===== src/rtl/axi_regs_pkg.sv =====
// Shared encodings for the MAXIGP0 register-file slave: AXI response and
// burst codes, the transaction FSM states and the arbiter grant encoding.
package axi_regs_pkg;

    localparam logic [1:0] RESP_OKAY   = 2'b00;
    localparam logic [1:0] RESP_SLVERR = 2'b10;

    localparam logic [1:0] BURST_FIXED = 2'b00;
    localparam logic [1:0] BURST_INCR  = 2'b01;
    localparam logic [1:0] BURST_WRAP  = 2'b10;

    typedef enum logic [1:0] {
        IDLE = 2'd0,
        RD   = 2'd1,
        WR   = 2'd2,
        BRSP = 2'd3
    } state_t;

    typedef enum logic {
        GRANT_RD = 1'b0,
        GRANT_WR = 1'b1
    } grant_t;

    // Word address of the next beat. FIXED stays put; INCR, WRAP and the
    // reserved code all step by one word. The carry is allowed to run into
    // the upper address bits so that range checks see the true beat address,
    // while the register index (the low bits) simply wraps modulo NREGS.
    function automatic logic [29:0] next_word_addr(input logic [29:0] addr,
                                                   input logic [1:0]  burst);
        return (burst == BURST_FIXED) ? addr : addr + 30'd1;
    endfunction

endpackage


===== src/rtl/axi_regs_arb.sv =====
// Two-way round-robin arbiter between the AXI read and write address
// channels. A lone request wins outright; on a tie the channel that was not
// granted last wins. The history flop resets to "write", so the first tie
// after reset goes to the read channel.
module axi_regs_arb
    import axi_regs_pkg::*;
(
    input  logic aclk,
    input  logic aresetn,
    input  logic req_rd,
    input  logic req_wr,
    input  logic advance,
    output logic gnt_rd,
    output logic gnt_wr
);

    grant_t r_last_grant;

    assign gnt_rd = req_rd && (!req_wr || (r_last_grant == GRANT_WR));
    assign gnt_wr = req_wr && !gnt_rd;

    // Remember which channel won whenever a grant is actually consumed.
    always_ff @(posedge aclk or negedge aresetn) begin
        if (!aresetn) begin
            r_last_grant <= GRANT_WR;
        end else if (advance && (gnt_rd || gnt_wr)) begin
            r_last_grant <= gnt_rd ? GRANT_RD : GRANT_WR;
        end
    end

endmodule


===== src/rtl/axi_gp_regs.sv =====
// AXI3 slave for the PS7 MAXIGP0 port backed by an NREGS x 32-bit register
// bank. One transaction is in flight at a time; read and write address
// channels share the bank through a round-robin arbiter. The full register
// contents are exported on reg_q for fabric use.
// Optional feature: define AXI_REGS_SLVERR_EN to flag beats whose address
// lies above the register window with SLVERR (reads return zero, writes are
// dropped). Without it, upper address bits are ignored and all responses
// are OKAY.
module axi_gp_regs
    import axi_regs_pkg::*;
#(
    parameter int          NREGS   = 16,
    parameter int          ID_W    = 12,
    parameter logic [31:0] RST_VAL = 32'h5555_5555
) (
    input  logic                  aclk,
    input  logic                  aresetn,

    input  logic [ID_W-1:0]       ar_id,
    input  logic [31:0]           ar_addr,
    input  logic [3:0]            ar_len,
    input  logic [1:0]            ar_burst,
    input  logic                  ar_valid,
    output logic                  ar_ready,

    output logic [ID_W-1:0]       r_id,
    output logic [31:0]           r_data,
    output logic [1:0]            r_resp,
    output logic                  r_last,
    output logic                  r_valid,
    input  logic                  r_ready,

    input  logic [ID_W-1:0]       aw_id,
    input  logic [31:0]           aw_addr,
    input  logic [3:0]            aw_len,
    input  logic [1:0]            aw_burst,
    input  logic                  aw_valid,
    output logic                  aw_ready,

    input  logic [31:0]           w_data,
    input  logic [3:0]            w_strb,
    input  logic                  w_last,
    input  logic                  w_valid,
    output logic                  w_ready,

    output logic [ID_W-1:0]       b_id,
    output logic [1:0]            b_resp,
    output logic                  b_valid,
    input  logic                  b_ready,

    output logic [NREGS*32-1:0]   reg_q
);

    localparam int IDX_W = (NREGS > 1) ? $clog2(NREGS) : 1;

    // Transaction context latched at the address handshake.
    state_t            r_state;
    logic [ID_W-1:0]   r_txn_id;
    logic [29:0]       r_word_addr;
    logic [1:0]        r_burst;
    logic [3:0]        r_beats;
    logic              r_rvalid;
    logic              r_rlast;
    logic              r_wready;
    logic              r_bvalid;
    logic              r_berr;

    logic              w_gnt_rd;
    logic              w_gnt_wr;
    logic              w_idle;
    logic              w_advance;
    logic [IDX_W-1:0]  w_index;
    logic              w_oor;
    logic              w_we;
    logic [29:0]       w_next_addr;
    logic [31:0]       w_regs [NREGS];

    // Byte-lane offsets and w_last carry no information for this slave: the
    // bank is word-addressed and the latched beat count ends the burst.
    logic              w_unused;
    assign w_unused = &{1'b0, ar_addr[1:0], aw_addr[1:0], w_last};

    assign w_idle      = (r_state == IDLE);
    assign w_advance   = w_idle && (ar_valid || aw_valid);
    assign w_index     = r_word_addr[IDX_W-1:0];
    assign w_next_addr = next_word_addr(r_word_addr, r_burst);

`ifdef AXI_REGS_SLVERR_EN
    // Any set bit above the register window marks this beat out of range.
    assign w_oor = |r_word_addr[29:IDX_W];
`else
    assign w_oor = 1'b0;
`endif

    axi_regs_arb u_arb (
        .aclk    (aclk),
        .aresetn (aresetn),
        .req_rd  (ar_valid),
        .req_wr  (aw_valid),
        .advance (w_advance),
        .gnt_rd  (w_gnt_rd),
        .gnt_wr  (w_gnt_wr)
    );

    assign ar_ready = w_idle && w_gnt_rd;
    assign aw_ready = w_idle && w_gnt_wr;

    // Transaction sequencer: address capture, R beats, W beats, B response.
    always_ff @(posedge aclk or negedge aresetn) begin
        if (!aresetn) begin
            r_state     <= IDLE;
            r_txn_id    <= '0;
            r_word_addr <= '0;
            r_burst     <= BURST_FIXED;
            r_beats     <= '0;
            r_rvalid    <= 1'b0;
            r_rlast     <= 1'b0;
            r_wready    <= 1'b0;
            r_bvalid    <= 1'b0;
            r_berr      <= 1'b0;
        end else begin
            case (r_state)
                IDLE: begin
                    if (w_gnt_rd) begin
                        r_state     <= RD;
                        r_txn_id    <= ar_id;
                        r_word_addr <= ar_addr[31:2];
                        r_burst     <= ar_burst;
                        r_beats     <= ar_len;
                        r_rvalid    <= 1'b1;
                        r_rlast     <= (ar_len == 4'd0);
                    end else if (w_gnt_wr) begin
                        r_state     <= WR;
                        r_txn_id    <= aw_id;
                        r_word_addr <= aw_addr[31:2];
                        r_burst     <= aw_burst;
                        r_beats     <= aw_len;
                        r_wready    <= 1'b1;
                        r_berr      <= 1'b0;
                    end
                end
                RD: begin
                    if (r_ready) begin
                        if (r_beats == 4'd0) begin
                            r_state  <= IDLE;
                            r_rvalid <= 1'b0;
                            r_rlast  <= 1'b0;
                        end else begin
                            r_beats     <= r_beats - 4'd1;
                            r_word_addr <= w_next_addr;
                            r_rlast     <= (r_beats == 4'd1);
                        end
                    end
                end
                WR: begin
                    if (w_valid) begin
                        if (w_oor) begin
                            r_berr <= 1'b1;
                        end
                        if (r_beats == 4'd0) begin
                            r_state  <= BRSP;
                            r_wready <= 1'b0;
                            r_bvalid <= 1'b1;
                        end else begin
                            r_beats     <= r_beats - 4'd1;
                            r_word_addr <= w_next_addr;
                        end
                    end
                end
                BRSP: begin
                    if (b_ready) begin
                        r_state  <= IDLE;
                        r_bvalid <= 1'b0;
                    end
                end
                default: begin
                    r_state <= IDLE;
                end
            endcase
        end
    end

    assign w_we = (r_state == WR) && w_valid && !w_oor;

    // Register bank: one word per generate slice with per-byte write enables.
    generate
        for (genvar gi = 0; gi < NREGS; gi++) begin : g_reg
            logic [31:0] r_q;

            // Byte-masked update of this word when the write beat targets it.
            always_ff @(posedge aclk or negedge aresetn) begin
                if (!aresetn) begin
                    r_q <= RST_VAL;
                end else if (w_we && (w_index == IDX_W'(gi))) begin
                    for (int b = 0; b < 4; b++) begin
                        if (w_strb[b]) begin
                            r_q[8*b +: 8] <= w_data[8*b +: 8];
                        end
                    end
                end
            end

            assign w_regs[gi]          = r_q;
            assign reg_q[32*gi +: 32]  = r_q;
        end
    endgenerate

    // Read data is a mux of the bank; the bank cannot change while a read
    // burst is active, so the beat stays stable across r_ready stalls.
    assign r_valid = r_rvalid;
    assign r_last  = r_rlast;
    assign r_id    = r_txn_id;
    assign r_data  = (r_rvalid && !w_oor) ? w_regs[w_index] : 32'd0;
    assign r_resp  = (r_rvalid && w_oor) ? RESP_SLVERR : RESP_OKAY;

    assign w_ready = r_wready;

    assign b_valid = r_bvalid;
    assign b_id    = r_txn_id;
    assign b_resp  = (r_bvalid && r_berr) ? RESP_SLVERR : RESP_OKAY;

endmodule


===== config.mk =====
export PLATFORM = sky130hd
export DESIGN_NAME = axi_gp_regs
export DESIGN_NICKNAME = d
export VERILOG_FILES = /design/src/rtl/axi_regs_pkg.sv /design/src/rtl/axi_regs_arb.sv /design/src/rtl/axi_gp_regs.sv
export SDC_FILE = /design/constraint.sdc
export NUM_CORES = 1
export LEC_CHECK = 0
export CAP_MARGIN = 20
export CORE_AREA = 2 2 279 281
export CTS_BUF_LIST = sky130_fd_sc_hd__clkbuf_8
export DETAILED_ROUTE_END_ITERATION = 7
export DIE_AREA = 0 0 281 283
export HOLD_SLACK_MARGIN = 0.03
export PLACE_DENSITY = 0.64
export SLEW_MARGIN = 20
export SYNTH_ARGS = -nofsm -noshare
export SYNTH_HDL_FRONTEND = slang
export SYNTH_HIERARCHICAL = 1
export SYNTH_SLANG_ARGS = --single-unit

===== constraint.sdc =====
create_clock -name aclk -period 5.65 [get_ports aclk]
set_input_delay 1.13 -clock aclk [delete_from_list [all_inputs] [get_ports aclk]]
set_output_delay 1.13 -clock aclk [all_outputs]
set_load 0.02 [all_outputs]

==> results_dict.tcl, run 1 <==
set metrics [dict create \
    die_area_um2 79500 \
    met2_wire_length_um 47900 \
    worstPathRequired_ns 4.52 \
    synth.cell_area_um2 25500 \
    cts-resized-gates 0 \
    cts_made_buffers 96 \
    cts_setup_buffers 0 \
    ys_async_sr_fraction_pct 100 \
    drt_drc_violations_left 0 \
    final_core_utilization_pct 45.9 \
    layout_commonest_cell "clkdlybuf4s50_1" \
    drv_slew 0 \
    place.detailed.hpwl_um 68700 \
    grt_remaining_overflow 0 \
    finish.net_count 2576 \
    period_share_pct 89.5 \
    multi_input_area_um2 11100 \
    ctsHoldBuffers 0 \
    placed_cells_incl_taps 3362 \
    routed_wire_length_per_instance_um 27.7 \
    rsz0062_at_grt "false" \
    worst-setup-path-type "reg2out" \
    setup_total_negative_slack_ns 0 \
    r2r_end "g_reg[7].r_q[7]" \
    synth-seq-cells 541 \
    timing.critical_path.fanout_max 31 \
    synth_seq_area_share_pct 54.4 \
    timing.critical_path.arrival_ns 3.93 \
    clock_path_buffers 3 \
    min_delay_worst_endpoint "r_burst[0]" \
    cts_htree_levels 3 \
    io_pins 722 \
    die_width_um 281 \
    core-area_um2 76700 \
    ctsRootBufferMaster "clkbuf_8" \
    effective_utilization_at_floorplan_pct 33.2 \
    firstDrtPassIters 5 \
    layout-drive-gt1-share_pct 44.2 \
    netlist_instances 1753 \
    number_of_global_route_vias_before_repair 19549 \
    leakagePower_uw 0.0150 \
    top_layer "met5" \
    max_cap_viol_count 0 \
    slew_headroom_pct 19.6 \
    worstMarginPinSlew_ns 1.20 \
    power.density_cell_area_nw_per_um2 610 \
    area.sequential_um2 13900 \
    r2r_setup_slack_ns 2.22 \
    placementRows 102 \
    finalSetupViolCount 0 \
    post_synthesis_to_final_layout_area_growth_pct 38.1 \
    hold_path_class "reg2reg" \
    final-instance-count-excl-fill 3545 \
    drt-met1-wl_um 40400 \
    clock.fmax_mhz 198 \
    drt_first_iter_violations 1140 \
    totalPowerFinal_uw 21500 \
    min_from "r_burst[0]" \
    worst_setup_hold_path_clk_slew_ns 0.06 \
    clock_latency_ns 0.69 \
    ir_drop_mv 0.305 \
    grt_start_max_net_pins 126 \
    r2r_cells 5 \
    route.antenna.remaining_nets 0 \
    cts.sink_count 541 \
    hold_path_depth 2 \
    most-common-layout-cells "clkdlybuf4s50_1, mux2_2, dfrtp_1, dfstp_2, clkbuf_8" \
    maximum_clock_skew_at_final_layout_ns 0.0346 \
    syn_avg_cell_area_um2 14.5 \
    viasPerCell 5.27 \
    routed-wl-met3_um 6690 \
    initial_antenna_violation_count 4 \
    synth-main-ff-cell "dfrtp_1" \
    timing_hold_violations_final 0 \
    post_synth_edffs 0 \
    critical_path.startpoint_type "flop" \
    vias 18672 \
    layout_min_cycle_time_ns 5.06 \
    globalRouteTotalUtil_pct 24.2 \
    route.final.wire_length_um 98200 \
    finalWeightedCongestion 0.832 \
    fill_cells 6868 \
    fp.dieH_um 283 \
    crit_path_end_kind "output pin" \
    post_synth_num_cell_types 53 \
    r2r-start "r_word_addr[0]" \
    yosys_warnings 6 \
    outcome "complete, no violations" \
    port-buffer-count 660 \
    tritoncts "yes" \
    grt_first_pass_wirelength_um 140000 \
]
where the power goes:
group	leakage [uW]	switching, uW	total [uW]	internal, uW
Clock	0.00119	1720	3750	2030
Combinational	0.00736	5510	10600	5080
Sequential	0.00648	1360	7120	5760
Total	0.0150	8600	21500	12900
layout make-up:
cell class,count,share of cell area [%]
multi-input cells,1083,31.5
diodes,2,0.0142
flip-flops and latches,541,39.4
clock inverters,60,0.974
clock buffers,121,4.73
inverters,14,0.149
well taps,1040,3.70
repair buffers,684,19.6
per-layer routing:
layer / vias up / global-route usage [%]
met2: 795 / 40.1
met5: - / 0
met1: 9822 / 30.6
met3: 164 / 5.67
met4: 6 / 8.93
li1: 7885 / -
cells by family (layout without fill, tap and decap cells):
family,count (synthesis),count (layout),synth area share [%]
AOI/OAI and AO/OA,177,177,4.86
other,1,6,0.0147
buffers and inverters,132,879,2.40
muxes,732,732,34.7
DFF,541,541,54.4
adders and majority gates,12,12,0.589
and+or+nand+nor,158,158,3.04
critical path, cell delays in order, from the launching register on:
cell             delay (ns)
dfrtp_4                0.93
inv_1                  0.21
nand2_2                0.34
buf_4                  0.52
o221ai_1               0.20
o21ai_0                0.34
clkdlybuf4s50_1        0.68
cells in the mapped netlist, types with 3 or more instances:
| cell type | count | area (um^2) |
|---|---|---|
| inv_1 | 14 | 52.6 |
| nand3_1 | 8 | 40.0 |
| nor3_1 | 3 | 15.0 |
| a22oi_1 | 64 | 480 |
| a21oi_1 | 7 | 35.0 |
| nand2_1 | 61 | 229 |
| mux4_2 | 64 | 1440 |
| nor2b_1 | 4 | 25.0 |
| buf_4 | 20 | 150 |
| dfrtp_1 | 284 | 7110 |
| ha_1 | 12 | 150 |
| clkbuf_1 | 68 | 255 |
| a31oi_1 | 3 | 18.8 |
| o221ai_1 | 32 | 280 |
| nand2b_1 | 7 | 43.8 |
| o21ai_0 | 52 | 260 |
| nor2_1 | 28 | 105 |
| dfstp_2 | 257 | 6750 |
| nand2_2 | 32 | 200 |
| mux2_2 | 574 | 6460 |
| buf_2 | 28 | 140 |
| mux2_1 | 8 | 90.1 |
| a22o_1 | 3 | 26.3 |
| mux2i_1 | 86 | 861 |
through the flow:
step | hold WS [ns] | worst slack (ns) | instance area, um^2
6_report | 0.489 | 0.595 | 35200
5_1_grt | 0.537 | 0.371 | 35200
4_1_cts | 0.499 | 0.421 | 35200
3_5_place_dp | 0.477 | 1.18 | 33200
3_3_place_gp | 0.478 | 1.17 | 33200
2_1_floorplan | 0.451 | 2.70 | 25500
registers in the layout, summed over array words and instances (netlist names):
name and cells:
r_valid 1, r_word_addr 4, g.r_q 512, b_valid 1, w_ready 1, r_last 1, r_state 2, r_beats 4
u_arb/r_last_grant 1, b_id 12, r_burst 2
how the worst max path moves through the flow:
stage / startpoint / endpoint / slack [ns] / cells after the start
floorplan: r_word_addr[0] / r_data[0] / 2.70 / 7
global placement: r_word_addr[0] / r_data[1] / 1.17 / 6
detailed placement: r_word_addr[0] / r_data[1] / 1.18 / 6
CTS: r_word_addr[0] / r_data[1] / 0.42 / 6
global route: r_word_addr[0] / r_data[0] / 0.37 / 6
finish: r_word_addr[0] / r_data[1] / 0.59 / 6
Note: power is estimated with default switching activity, not from simulation.
==> run 2, diff against run 1 <==
- CAP_MARGIN: 20 -> unset
- RECOVER_POWER: unset -> 25
==> run 2 against run 1 <==
  * The flow now finishes with violations (capacitance limit, slew limit)
  * Via count increased by 0.21%
  * Critical endpoint unchanged
  * Largest power group unchanged
  * Flip-flop and latch count unchanged
  * Clock skew increased by 0.0050 ns
==> results_dict.tcl, run 2 (same netlist as run 1, synthesis figures left out) <==
set metrics [dict create \
    outcome "finished, violations left" \
    violations "capacitance limit, slew limit" \
    grt_start_max_net_pins 126 \
    cts_setup_buffers 0 \
    crit_path_cells "inv_1, nand2_2, buf_4, o221ai_1, o21ai_0, clkdlybuf4s50_1" \
    number_of_global_route_vias_before_repair 19549 \
    slew_headroom_pct -104 \
    routed_wire_length_per_instance_um 27.7 \
    die_area_um2 79500 \
    maximum_clock_skew_at_final_layout_ns 0.0396 \
    placementRows 102 \
    timing.critical_path.arrival_ns 3.94 \
    final_design_area_no_fill_um2 35100 \
    initial_antenna_violation_count 4 \
    firstDrtPassIters 6 \
    clock.fmax_mhz 197 \
    timing.critical_path.fanout_max 31 \
    crit_path_end_kind "output pin" \
    worst-setup-path-type "reg2out" \
    cts_made_buffers 96 \
    setup_total_negative_slack_ns 0 \
    final-instance-count-excl-fill 3545 \
    worstPathRequired_ns 4.52 \
    drv_slew 395 \
    layout_min_cycle_time_ns 5.07 \
    grt_remaining_overflow 0 \
    area_of_placed_instances_um2 33200 \
    die_width_um 281 \
    globalRouteTotalUtil_pct 24.2 \
    ir_drop_mv 0.304 \
    effective_utilization_at_floorplan_pct 33.2 \
    finish.net_count 2576 \
    io_pins 722 \
    fp.dieH_um 283 \
    cts.sink_count 541 \
    period_share_pct 89.7 \
    totalPowerFinal_uw 21500 \
    port-buffer-count 660 \
    layout-drive-gt1-share_pct 44.1 \
    route.antenna.remaining_nets 0 \
    post_synthesis_to_final_layout_area_growth_pct 37.8 \
    path_delay_family "buffers and inverters" \
    r2r_setup_slack_ns 2.22 \
    place.detailed.hpwl_um 68700 \
    post-route-worst-setup-slack_ns 0.581 \
    finalSetupViolCount 0 \
    placed_cells_incl_taps 3362 \
    route.final.wire_length_um 98200 \
    regMostFlops "g.r_q" \
    cts-resized-gates 0 \
    cts_htree_levels 3 \
    grt_first_pass_wirelength_um 140000 \
    drt_first_iter_violations 1131 \
    power.density_cell_area_nw_per_um2 611 \
    worstMarginPinSlew_ns 3.06 \
    crit_path_max_incr_delay_ns 0.93 \
    pre_cts_ws_ns 1.18 \
    clock_latency_ns 0.70 \
    hold_path_class "reg2reg" \
    rsz0062_at_grt "false" \
    core-area_um2 76700 \
    layout_commonest_cell "clkdlybuf4s50_1" \
    tritoncts "yes" \
    critPathSlowestCell "dfrtp_4" \
    ctsRootBufferMaster "clkbuf_8" \
    finalWeightedCongestion 0.832 \
    fill_cells 6875 \
    worst_setup_hold_path_clk_slew_ns 0.06 \
    viasPerCell 5.28 \
    drt_drc_violations_left 0 \
    path_buf_inv 3 \
    vias 18711 \
    critical_path.startpoint_type "flop" \
    clock_path_buffers 3 \
    most-common-layout-cells "clkdlybuf4s50_1, mux2_2, dfrtp_1, dfstp_2, clkbuf_8" \
    leakagePower_uw 0.0150 \
    max_cap_viol_count 6 \
    largest_reg_flops 512 \
    ctsHoldBuffers 0 \
    timing_hold_violations_final 0 \
]
[run 2: cell count changes in the layout (fill, tap and decap cells not counted)]
cell,change
clkbuf_4,+1
buf_8,-1
buf_4,-3
clkbuf_1,+3
clkbuf_2,+3
buf_12,-3
[run 2: per-layer routing]
metal / vias to the layer above / GRT usage [%] / wire [um]
met5: - / 0 / 33
met4: 6 / 8.93 / 3230
met3: 166 / 5.67 / 6770
met2: 771 / 40.1 / 47800
met1: 9856 / 30.6 / 40300
li1: 7912 / - / -
[run 2: worst register-to-register path, cell delays in order (launching register included)]
cell     delay [ns]
dfrtp_4        0.93
ha_1           0.28
nand3_1        0.15
nor2_1         0.75
nand2_1        0.73
mux2_2         0.49
[run 2: worst paths after layout]
kind | start | endpoint | cells after the start
max in group asynchronous | aresetn | g_reg[15].r_q[13] | 2
worst min register to register | r_burst[0] | r_burst[0] | 2
worst max-delay path | r_word_addr[0] | r_data[1] | 6
worst min-delay path | r_burst[0] | r_burst[0] | 2
worst max register to register | r_word_addr[0] | g_reg[5].r_q[23] | 5
min in group asynchronous | aresetn | g_reg[14].r_q[1] | 1
[run 2: stage by stage]
| step | hold WS [ns] | util [%] |
|---|---|---|
| after floorplan | 0.451 | - |
| after global placement | 0.478 | 43.3 |
| after detailed placement | 0.477 | 43.3 |
| after CTS | 0.499 | 45.9 |
| after global routing | 0.537 | 45.8 |
| final | 0.489 | 45.8 |
[run 2: final cells by class]
class	instances	area (um^2)	share of cell area [%]
diodes	2	5.00	0.0142
clock buffers	121	1670	4.74
clock inverters	60	343	0.975
inverters	14	52.6	0.150
multi-input cells	1083	11100	31.5
flip-flops and latches	541	13900	39.5
well taps	1040	1300	3.70
repair buffers	684	6830	19.4
[run 2: where the power goes]
| part | internal [uW] | switching, uW | leakage (uW) |
|---|---|---|---|
| Sequential | 5760 | 1350 | 0.00648 |
| Combinational | 5070 | 5520 | 0.00733 |
| Clock | 2030 | 1720 | 0.00119 |
| Total | 12900 | 8590 | 0.0150 |
==> run 3, diff against run 2 <==
- RECOVER_POWER: 25 -> 50
==> run 3 against run 2 <==
  * The run still ends with capacitance limit, slew limit left
  * Via count increased by 0.34%
  * Combinational power about the same
  * Largest power group unchanged
  * Clock skew decreased by 0.0032 ns
  * Die area unchanged
==> results_dict.tcl, run 3 (same netlist as run 1, synthesis figures left out) <==
set metrics [dict create \
    grt_start_max_net_pins 126 \
    ctsRootBufferMaster "clkbuf_8" \
    clock.fmax_mhz 190 \
    outcome "finished, violations left" \
    violations "capacitance limit, slew limit" \
    final-instance-count-excl-fill 3545 \
    worstPathRequired_ns 4.52 \
    slew_headroom_pct -104 \
    ctsHoldBuffers 0 \
    timing.critical_path.fanout_max 29 \
    crit_path_end_kind "output pin" \
    firstDrtPassIters 5 \
    place.detailed.hpwl_um 68700 \
    core-area_um2 76700 \
    drt_drc_violations_left 0 \
    met2_wire_length_um 48000 \
    number_of_global_route_vias_before_repair 19549 \
    viasPerCell 5.30 \
    placementRows 102 \
    routed-wl-met3_um 6770 \
    layout-drive-gt1-share_pct 43.7 \
    effective_utilization_at_floorplan_pct 33.2 \
    layout_commonest_cell "mux2_2" \
    cts_setup_buffers 0 \
    port-buffer-count 660 \
    regMostFlops "g.r_q" \
    rsz0062_at_grt "false" \
    critical_path.startpoint_type "input port" \
    route.final.wire_length_um 98200 \
    timing.critical_path.arrival_ns 4.13 \
    vias 18774 \
    cts_made_buffers 96 \
    hold_path_class "reg2reg" \
    finish.net_count 2576 \
    crit_path_max_incr_delay_ns 1.27 \
    cts_htree_levels 3 \
    finalWeightedCongestion 0.832 \
    finalSetupViolCount 0 \
    clock_latency_ns 0.69 \
    maximum_clock_skew_at_final_layout_ns 0.0364 \
    tritoncts "yes" \
    worst-setup-path-type "in2out" \
    drt-met1-wl_um 40100 \
    worst_setup_hold_path_clk_slew_ns 0.06 \
    die_area_um2 79500 \
    die_width_um 281 \
    max_cap_viol_count 7 \
    fp.dieH_um 283 \
    cts-resized-gates 0 \
    leakagePower_uw 0.0157 \
    clock_path_buffers 3 \
    largest_reg_flops 512 \
    routed_wire_length_per_instance_um 27.7 \
    grt_first_pass_wirelength_um 140000 \
    grt_remaining_overflow 0 \
    layout_min_cycle_time_ns 5.26 \
    period_share_pct 93.1 \
    drv_slew 425 \
    crit_path_cells "dlygate4sd3_1, a21boi_0, clkbuf_1, and2_0, clkdlybuf4s50_1" \
    post_synthesis_to_final_layout_area_growth_pct 37.7 \
    io_pins 722 \
    placed_cells_incl_taps 3362 \
    top_layer "met5" \
    route.antenna.remaining_nets 0 \
    cts.sink_count 541 \
    timing_hold_violations_final 0 \
    globalRouteTotalUtil_pct 24.2 \
    drt_first_iter_violations 1044 \
    initial_antenna_violation_count 4 \
    setup_total_negative_slack_ns 0 \
    most-common-layout-cells "mux2_2, clkdlybuf4s50_1, dfrtp_1, dfstp_2, dlygate4sd3_1" \
    critPathSlowestCell "clkbuf_1" \
    worstMarginPinSlew_ns 3.06 \
    ir_drop_mv 0.304 \
    power.density_cell_area_nw_per_um2 603 \
]
-- run 3: cell type report --
class	instances	area, um^2
Sequential cell	541	13900
Timing Repair Buffer	684	6820
Inverter	14	52.6
Fill cell	6881	41600
Clock inverter	60	343
Multi-Input combinational cell	1083	11100
Clock buffer	121	1670
Tap cell	1040	1300
Antenna cell	2	5.00
-- run 3: worst max-delay path: cells and delay by family --
kind | cells | cell delay [ns]
and+or+nand+nor | 1 | 0.29
AOI/OAI and AO/OA | 1 | 0.22
buffers and inverters | 3 | 2.48
-- run 3: per-stage QoR --
stage	power, uW	hold slack (ns)	utilization (%)	cell area [um^2]	setup WS (ns)
floorplan	12500	0.451	-	25500	2.70
global placement	17600	0.478	43.3	33200	1.17
detailed placement	17800	0.477	43.3	33200	1.18
CTS	21600	0.499	45.9	35200	0.421
global route	22100	0.532	45.8	35100	0.196
finish	21200	0.489	45.8	35100	0.391
-- run 3: per-layer routing --
layer | up-vias | GRT usage [%]
met4 | 6 | 8.93
met1 | 9883 | 30.6
li1 | 7901 | -
met3 | 169 | 5.67
met2 | 815 | 40.1
met5 | - | 0
-- run 3: power breakdown --
| group | switching, uW | total, uW | internal (uW) |
|---|---|---|---|
| combinational | 5510 | 10300 | 4830 |
| clock | 1720 | 3750 | 2030 |
| sequential | 1330 | 7090 | 5760 |
| total | 8550 | 21200 | 12600 |
-- run 3: final timing paths --
kind / from / to / slack, ns / depth (start not counted)
setup / recovery: ar_valid / ar_ready / 0.39 / 5
hold / removal: r_burst[0] / r_burst[0] / 0.49 / 2
setup reg to reg: u_arb/r_last_grant / r_state[1] / 2.02 / 6
hold reg to reg: r_burst[0] / r_burst[0] / 0.49 / 2
max in group asynchronous: aresetn / g_reg[15].r_q[11] / 0.92 / 2
min in group asynchronous: aresetn / g_reg[14].r_q[1] / 1.41 / 1
